`src/rtl/attn_inst_seq.sv`:
```
// attn_inst_seq: instruction sequencer for the fullchip attention core.
// One start pulse runs K load, Q execute, ofifo->pmem move, sfp acc/div
// with writeback and pmem readout, with programmable idle gaps between phases.
// Optional feature: define SEQ_KREUSE_EN to add the k_reuse input, which skips
// the K load phase and its gap when sampled high together with start.
// GAP_* parameters are expected to be at least 1.
module attn_inst_seq #(
  parameter int unsigned NQ     = 8,
  parameter int unsigned NK     = 8,
  parameter int unsigned ADDR_W = 4,
  parameter int unsigned GAP_K  = 11,
  parameter int unsigned GAP_E  = 11,
  parameter int unsigned GAP_O  = 6,
  parameter int unsigned GAP_S  = 1
) (
  input  logic                  clk,
  input  logic                  reset,
  input  logic                  start,
`ifdef SEQ_KREUSE_EN
  input  logic                  k_reuse,
`endif
  input  logic                  stall,
  output logic [10+2*ADDR_W:0]  inst,
  output logic                  busy,
  output logic                  done,
  output logic [2:0]            phase,
  output logic                  rd_valid
);

  localparam int unsigned IW     = 11 + 2 * ADDR_W;
  localparam int unsigned CW     = 8;
  localparam int unsigned B_DIV  = IW - 1;
  localparam int unsigned B_ACC  = IW - 2;
  localparam int unsigned B_OFR  = IW - 3;
  localparam int unsigned QK_LSB = 8 + ADDR_W;
  localparam int unsigned PM_LSB = 8;
  localparam int unsigned B_EXE  = 7;
  localparam int unsigned B_LOAD = 6;
  localparam int unsigned B_QRD  = 5;
  localparam int unsigned B_KRD  = 3;
  localparam int unsigned B_PRD  = 1;
  localparam int unsigned B_PWR  = 0;

  typedef enum logic [3:0] {
    StIdle, StKload, StKtail, StGapK, StExec, StGapE, StOfifo,
    StGapO, StSfp, StGapS, StRead, StDone
  } state_e;

  state_e          state_q, state_d;
  logic [CW-1:0]   cnt_q, cnt_d;
  logic [2:0]      sub_q, sub_d;
  logic [IW-1:0]   inst_q, inst_d;
  logic [2:0]      phase_q, phase_d;
  logic            busy_q, busy_d, done_q, done_d, rd_valid_q;
  logic            kr;

  function automatic logic at_end(logic [CW-1:0] c, int unsigned n);
    return c == CW'(n - 1);
  endfunction

  // Next-state: counters advance to their terminal value, then the FSM moves on.
  always_comb begin
    state_d = state_q;
    cnt_d   = cnt_q;
    sub_d   = sub_q;
    kr      = 1'b0;
`ifdef SEQ_KREUSE_EN
    kr      = k_reuse;
`endif
    unique case (state_q)
      StIdle: if (start) begin
        state_d = kr ? StExec : StKload;
        cnt_d   = '0;
        sub_d   = '0;
      end
      StKload: if (cnt_q == CW'(NK)) begin
        state_d = StKtail;
        cnt_d   = '0;
      end else cnt_d = cnt_q + CW'(1);
      StKtail: state_d = StGapK;
      StGapK: if (!stall) begin
        if (at_end(cnt_q, GAP_K)) begin state_d = StExec; cnt_d = '0; end
        else cnt_d = cnt_q + CW'(1);
      end
      StExec: if (at_end(cnt_q, NQ)) begin state_d = StGapE; cnt_d = '0; end
              else cnt_d = cnt_q + CW'(1);
      StGapE: if (!stall) begin
        if (at_end(cnt_q, GAP_E)) begin state_d = StOfifo; cnt_d = '0; end
        else cnt_d = cnt_q + CW'(1);
      end
      StOfifo: if (at_end(cnt_q, NQ)) begin state_d = StGapO; cnt_d = '0; end
               else cnt_d = cnt_q + CW'(1);
      StGapO: if (!stall) begin
        if (at_end(cnt_q, GAP_O)) begin state_d = StSfp; cnt_d = '0; sub_d = '0; end
        else cnt_d = cnt_q + CW'(1);
      end
      StSfp: if (sub_q == 3'd4) begin
        sub_d = '0;
        if (at_end(cnt_q, NQ)) begin state_d = StGapS; cnt_d = '0; end
        else cnt_d = cnt_q + CW'(1);
      end else sub_d = sub_q + 3'd1;
      StGapS: if (!stall) begin
        if (at_end(cnt_q, GAP_S)) begin state_d = StRead; cnt_d = '0; end
        else cnt_d = cnt_q + CW'(1);
      end
      StRead: if (at_end(cnt_q, NQ)) begin state_d = StDone; cnt_d = '0; end
              else cnt_d = cnt_q + CW'(1);
      StDone: state_d = StIdle;
      default: state_d = StIdle;
    endcase
  end

  // Output decode of the next state so every output comes straight from a flop.
  always_comb begin
    inst_d  = '0;
    phase_d = 3'd0;
    unique case (state_d)
      StKload: begin
        phase_d        = 3'd1;
        inst_d[B_LOAD] = 1'b1;
        inst_d[B_KRD]  = (cnt_d != '0);
        if (cnt_d >= CW'(2)) inst_d[QK_LSB +: ADDR_W] = ADDR_W'(cnt_d - CW'(1));
      end
      StKtail: begin
        phase_d        = 3'd1;
        inst_d[B_LOAD] = 1'b1;
      end
      StExec: begin
        phase_d                   = 3'd2;
        inst_d[B_EXE]             = 1'b1;
        inst_d[B_QRD]             = 1'b1;
        inst_d[QK_LSB +: ADDR_W]  = ADDR_W'(cnt_d);
      end
      StOfifo: begin
        phase_d                   = 3'd3;
        inst_d[B_OFR]             = 1'b1;
        inst_d[B_PWR]             = 1'b1;
        inst_d[PM_LSB +: ADDR_W]  = ADDR_W'(cnt_d);
      end
      StSfp: begin
        phase_d                   = 3'd4;
        inst_d[PM_LSB +: ADDR_W]  = ADDR_W'(cnt_d);
        unique case (sub_d)
          3'd0:    inst_d[B_PRD] = 1'b1;
          3'd1:    inst_d[B_ACC] = 1'b1;
          3'd3:    inst_d[B_DIV] = 1'b1;
          3'd4: begin
            inst_d[B_DIV] = 1'b1;
            inst_d[B_PWR] = 1'b1;
          end
          default: ;
        endcase
      end
      StRead: begin
        phase_d                   = 3'd5;
        inst_d[B_PRD]             = 1'b1;
        inst_d[PM_LSB +: ADDR_W]  = ADDR_W'(cnt_d);
      end
      StGapK, StGapE, StGapO, StGapS: phase_d = 3'd6;
      StDone: phase_d = 3'd7;
      default: ;
    endcase
    busy_d = (state_d != StIdle) && (state_d != StDone);
    done_d = (state_d == StDone);
  end

  // State and registered outputs; reset aborts a pass with no drain.
  always_ff @(posedge clk or negedge reset) begin
    if (!reset) begin
      state_q    <= StIdle;
      cnt_q      <= '0;
      sub_q      <= '0;
      inst_q     <= '0;
      phase_q    <= 3'd0;
      busy_q     <= 1'b0;
      done_q     <= 1'b0;
      rd_valid_q <= 1'b0;
    end else begin
      state_q    <= state_d;
      cnt_q      <= cnt_d;
      sub_q      <= sub_d;
      inst_q     <= inst_d;
      phase_q    <= phase_d;
      busy_q     <= busy_d;
      done_q     <= done_d;
      // fullchip out holds pmem data the cycle after a READ-phase pmem_rd
      rd_valid_q <= (phase_q == 3'd5) && inst_q[B_PRD];
    end
  end

  assign inst     = inst_q;
  assign phase    = phase_q;
  assign busy     = busy_q;
  assign done     = done_q;
  assign rd_valid = rd_valid_q;

endmodule

```
`config.mk`:
```
export PLATFORM = sky130hd
export DESIGN_NAME = attn_inst_seq
export DESIGN_NICKNAME = d
export VERILOG_FILES = /design/src/rtl/attn_inst_seq.sv
export SDC_FILE = /design/constraint.sdc
export NUM_CORES = 1
export LEC_CHECK = 0
export ABC_CLOCK_PERIOD_IN_PS = 4500
export CAP_MARGIN = 15
export CORE_MARGIN = 1.5
export CORE_UTILIZATION = 52
export CTS_CLUSTER_SIZE = 8
export DETAILED_ROUTE_END_ITERATION = 8
export PLACE_DENSITY = 0.76
export SYNTH_ARGS = -nofsm -noshare
export SYNTH_HDL_FRONTEND = slang
export SYNTH_SLANG_ARGS = --single-unit
export TNS_END_PERCENT = 5
```
`constraint.sdc`:
```
create_clock -name clk -period 4.5 [get_ports clk]
set_clock_uncertainty 0.2 [all_clocks]
set_input_delay 0.45 -clock clk [delete_from_list [all_inputs] [get_ports clk]]
set_output_delay 0.45 -clock clk [all_outputs]
set_load 0.02 [all_outputs]
```
==> impl_metrics.tcl, run 1 <==
set metrics [dict create \
    wire_per_inst_um 15.7 \
    post-cts-setup-buffer-count 0 \
    io_pins 29 \
    grt_pass1_vias 1880 \
    ys_types 65 \
    netlist_area_mm2 0.00234 \
    min_path_type "in -> async" \
    cts_tree "done" \
    track_usage_pct 22.5 \
    p_per_area_mw_per_mm2 538 \
    yosysMostFrequentCell "dfrtp_1" \
    area_delta_synth_final_pct 15.0 \
    postSynthCellCount 261 \
    grt_pass1_wl_mm 8.80 \
    grt_max_degree 38 \
    p_clk_share_pct 15.0 \
    path_cells "nand2_1 -> o32a_2 -> a31oi_1 -> nor2_1 -> o2bb2ai_1 -> ha_1 -> or4_4 -> nor3_4 -> o32ai_1" \
    yosysTopAreaCellShare_pct 39.6 \
    fin_crit_ns 3.82 \
    crit_fanout 23 \
    drt-initial-drc-count 140 \
    r2r_slack_ns 0.68 \
    cts.sinks 37 \
    end_kind "flip-flop" \
    h-tree-depth 2 \
    synth-adder-area-share_pct 4.82 \
    ir_drop_v 0.000370 \
    synth_ff_type "dfrtp_1" \
    post-synth-top-area-cell "dfrtp_1" \
    first_pass_iters 4 \
    coreArea_mm2 0.00435 \
    avgSynthCellArea_um2 8.96 \
    holdBufCountCts 0 \
    p_sw_uw 641 \
    diodes 0 \
    hold_violations 0 \
    cts_resized 0 \
    yosys-top-cells-area "dfrtp_1 40%, ha_1 4.8%, o21ai_0 3.9%" \
    ys_ff_latch 37 \
    crit_type "reg -> reg" \
    slowest_delay_ns 0.77 \
    switching_share_pct 44.3 \
    rsz0062_at_grt "false" \
    path_clk_slew_ns 0.07 \
    die_w_um 70.1 \
    setup_viol 0 \
    place_hpwl_mm 3.79 \
    yosys-top-cells-count "37 x dfrtp_1, 20 x nor2_1, 19 x nand2_1, 18 x inv_1, 18 x o21ai_0" \
    synth_top_family_by_area "simple AND/OR/NAND/NOR gates" \
    internal_power_uw 805 \
    layout-drive-gt1-share_pct 7.42 \
    yosys_warnings 0 \
    seqPwrFrac_pct 36.8 \
    tightest_slew_ns 0.780 \
    crit_required_ns 4.44 \
    design.die.area_mm2 0.00491 \
    max_clock_freq_ghz 0.262 \
    cts_inserted_buffers 5 \
    slew_headroom_pct 48.0 \
    num_vias 2058 \
    design_area_mm2 0.00269 \
    routed_wirelength_mm 5.28 \
    synth_edf_count 0 \
    status "finished clean" \
    tns_ns 0 \
    synth_mux_area_share_pct 0 \
    rows 24 \
    placed_area_mm2 0.00261 \
    synth-simple-area-share_pct 25.4 \
    async_reset_ff_share_pct 100 \
    cts_max_path_buffers 2 \
    drtAntennaViolNets 0 \
    drc 0 \
    crit_arrival_ns 3.76 \
    antenna_found_initial 0 \
    drv_slew 0 \
    gp_congestion 0.905 \
    clk_latency_ns 0.29 \
    combPwrFrac_pct 48.2 \
    nNetsFinal 295 \
    cts_root_buf "clkbuf_8" \
    grt_overflow 0 \
    post-route-period-util_pct 84.8 \
    avgViaCountPerCell 6.14 \
    yosysSeqAreaShare_pct 39.6 \
    synth_xor_area_share_pct 0.749 \
    worstSetupStartpointType "flip-flop" \
    maxCapViolCount 0 \
    p_leak_uw 0.00118 \
    portBuffers 26 \
    synth_compound_area_share_pct 23.0 \
    start_util_pct 53.7 \
    die-height_um 70.1 \
    critical_path.slowest_cell "dfrtp_1" \
]
## registers in the layout, indices dropped and copies added, names as in the netlist
name      flops
rd_valid      1
busy          1
inst         16
state_q       4
phase         3
cnt_q         8
sub_q         3
done          1
## layout by cell type, fill, tap and decap left out, types with 8 or more instances in the layout
master	Yosys	final
nor2_1	20	20
nand2_1	19	19
dfrtp_1	37	37
clkdlybuf4s50_1	0	25
nand3_1	8	8
ha_1	9	9
a21oi_1	10	10
inv_1	18	18
o21ai_0	18	18
nand2b_1	11	11
## per-stage QoR
step / hold slack, ns / worst slack [ns] / std cells / utilization (%) / total power (uW)
after detailed placement: 0.349 / 0.587 / 327 / 59.9 / 1220
after CTS: 0.0608 / 0.708 / 335 / 61.8 / 1440
after global placement: 0.334 / 0.690 / 327 / 59.9 / 1210
final: 0.0413 / 0.683 / 335 / 61.8 / 1450
after floorplan: -0.0456 / 1.05 / 262 / - / 1000
after global routing: 0.0866 / 0.496 / 335 / 61.8 / 1560
## worst paths after layout
kind | startpoint | to | cells past startpoint
hold reg to reg | phase[2] | rd_valid | 1
min in group clk | phase[2] | rd_valid | 1
setup / recovery | state_q[1] | inst[14] | 9
max in group asynchronous | reset | cnt_q[7] | 1
hold / removal | reset | inst[0] | 1
setup reg to reg | state_q[1] | inst[14] | 9
## cell type report
cell class	count	area, um^2
fillers	379	1670
multi-input cells	191	1270
flip-flops and latches	37	926
repair buffers	29	278
clock buffers	6	72.6
inverters	18	67.6
well taps	52	65.1
clock inverters	2	10.0
## worst max-delay path: cells and delay by family, from the launching register on
| kind | cells | cell delay (ns) |
|---|---|---|
| AO/OA/AOI/OAI | 4 | 1.27 |
| AND/OR/NAND/NOR | 4 | 1.12 |
| flip-flops | 1 | 0.77 |
| adder cells (fa/ha/maj) | 1 | 0.29 |
## logic make-up (layout without fill, tap and decap cells)
group / after synthesis / in the layout
other cells: 1 / 2
flops: 37 / 37
xor+xnor: 2 / 2
compound gates: 75 / 75
fa+ha+maj: 9 / 9
simple gates: 103 / 103
buf+inv: 34 / 55
## layer usage
| layer | share of wire (%) | vias up | global-route usage [%] |
|---|---|---|---|
| met1 | 45 | 994 | 28.5 |
| met4 | 1.2 | 0 | 5.98 |
| met3 | 4.7 | 8 | 6.78 |
| met2 | 49 | 58 | 37.7 |
| met5 | 0 | - | 0 |
| li1 | - | 998 | - |
## power groups by stage
| stage | Sequential, uW | Combinational (uW) | Clock, uW |
|---|---|---|---|
| after global routing | 545 | 777 | 235 |
| after detailed placement | 535 | 689 | 0 |
| after CTS | 528 | 695 | 221 |
| after global placement | 531 | 684 | 0 |
| final | 532 | 698 | 216 |
| after floorplan | 509 | 495 | 0 |
Note: power is estimated with default switching activity, not from simulation.
==> run 2: changes to the inputs <==
Settings changed: ABC_CLOCK_PERIOD_IN_PS 4500 to 3070, CORE_UTILIZATION 52 to 50, PLACE_DENSITY 0.76 to 0.77.
Clock period 4.5 ns to 3.07 ns, I/O delays scaled along.
==> run 2 against run 1 <==
  * The run now ends with negative setup slack left
  * Register-to-register slack worse by 0.85 ns
  * Worst hold slack improved by 0.32 ns
  * First-iteration DRC count increased by 29%
  * Wire length rose by 26%
  * Global-route usage up 3.4 points
==> impl_metrics.tcl, run 2 (same netlist as run 1, synthesis figures left out) <==
set metrics [dict create \
    status "complete, but fails checks" \
    violations "negative setup slack" \
    layout_setup_ws_ns -0.166 \
    diodes 0 \
    track_usage_pct 26.0 \
    grt_pass1_wl_mm 10.4 \
    cts_max_path_buffers 2 \
    place_hpwl_mm 4.87 \
    slowest_delay_ns 0.62 \
    routed_wirelength_mm 6.63 \
    slew_headroom_pct 46.8 \
    p_per_area_mw_per_mm2 822 \
    rsz0062_at_grt "true" \
    final_common_cell "buf_4" \
    mostFrequentLayoutCells "70 x buf_4, 37 x dfrtp_1, 25 x clkdlybuf4s50_1" \
    p_leak_uw 0.00153 \
    gp_congestion 0.974 \
    largest_reg_flops 16 \
    tns_ns -0.630 \
    path_clk_slew_ns 0.07 \
    crit_type "reg -> reg" \
    cp_common_cell "or4_4" \
    crit_fanout 9 \
    nNetsFinal 363 \
    avgViaCountPerCell 5.95 \
    fin_crit_ns 3.24 \
    tightest_slew_ns 0.799 \
    area_delta_synth_final_pct 40.6 \
    grt_pass1_vias 2300 \
    ir_drop_v 0.000716 \
    num_vias 2397 \
    cp-startpoint "cnt_q[4]" \
    critical_path.slowest_cell "or4_4" \
    die_w_um 71.4 \
    coreArea_mm2 0.00441 \
    min_path_type "reg -> reg" \
    die-height_um 71.4 \
    cts_root_buf "clkbuf_8" \
    maxCapViolCount 0 \
    post-route-period-util_pct 105 \
    cts.sinks 37 \
    grt_overflow 0 \
    r2r-start "cnt_q[4]" \
    first_pass_iters 6 \
    cts_inserted_buffers 5 \
    max_clock_freq_ghz 0.309 \
    seqCellArea_um2 926 \
    start_util_pct 53.0 \
    drv_slew 0 \
    wire_per_inst_um 16.4 \
    drt-initial-drc-count 180 \
    design.die.area_mm2 0.00510 \
    hold_violations 0 \
    drtAntennaViolNets 0 \
    holdWs_ns 0.356 \
    h-tree-depth 2 \
    crit_arrival_ns 3.20 \
    clk_latency_ns 0.29 \
    rows 24 \
    path_cells "or4_4 -> o211ai_2 -> a32oi_1 -> a222oi_1 -> inv_1 -> ha_2 -> or4_4 -> nor3_4 -> o22ai_1" \
    setup_viol 4 \
    grt_max_degree 38 \
    cts_tree "done" \
    multi_input_area_mm2 0.00132 \
    antenna_found_initial 0 \
    drc 0 \
    min_from "phase[2]" \
    crit_required_ns 3.03 \
    portBuffers 26 \
    placed_area_mm2 0.00311 \
    design_area_mm2 0.00329 \
    layout-drive-gt1-share_pct 28.2 \
    worstSetupStartpointType "flip-flop" \
    fillers 321 \
    end_kind "flip-flop" \
    io_pins 29 \
]
## run 2: final timing paths
path,endpoint,slack [ns],cells past startpoint
max in group asynchronous,inst[3],1.72,2
max,inst[12],-0.17,9
min in group asynchronous,sub_q[1],0.44,2
min,rd_valid,0.36,1
min reg2reg,rd_valid,0.36,1
max reg2reg,inst[12],-0.17,9
## run 2: worst max-delay path: cells and delay by family, from the launching register on
| family | cells | cell delay (ns) |
|---|---|---|
| and+or+nand+nor | 3 | 1.36 |
| AOI/OAI and AO/OA | 4 | 0.87 |
| DFF | 1 | 0.37 |
| adders and majority gates | 1 | 0.20 |
| buffers and inverters | 1 | 0.11 |
## run 2: report_power, final
| part | internal [uW] | switching (uW) | total, uW |
|---|---|---|---|
| clock network | 265 | 165 | 430 |
| logic | 746 | 832 | 1580 |
| registers | 603 | 91.6 | 695 |
## run 2: final cells by class
class | instances | area share, %
Multi-Input combinational cell | 191 | 40.2
Clock inverter | 1 | 0.914
Inverter | 18 | 2.06
Sequential cell | 37 | 28.2
Timing Repair Buffer | 97 | 24.1
Tap cell | 52 | 1.98
Clock buffer | 7 | 2.63
## run 2: layer usage
metal	track usage [%]	routed length, um	vias to the layer above
met5	0	0	-
met4	10.1	161	0
met3	5.63	371	17
met2	43.8	3350	98
met1	32.5	2750	1151
li1	-	-	1131
## run 2: through the flow
| step | setup slack, ns | std cells | util (%) | power, uW |
|---|---|---|---|---|
| after floorplan | -0.349 | 262 | - | 1470 |
| after global placement | -0.130 | 394 | 70.4 | 2150 |
| after detailed placement | -0.181 | 394 | 70.4 | 2190 |
| after CTS | -0.123 | 403 | 73.7 | 2650 |
| after global routing | -0.269 | 403 | 74.5 | 2860 |
| final | -0.166 | 403 | 74.5 | 2700 |
## run 2: what timing repair did
item / in CTS / in global routing
setup endpoints to repair: 7 / 14
pin swaps: 0 / 0
hold buffers: 1 / 0
gates resized for setup: 4 / 9
hold endpoints to repair: 37 / 0
setup buffers: 0 / 0
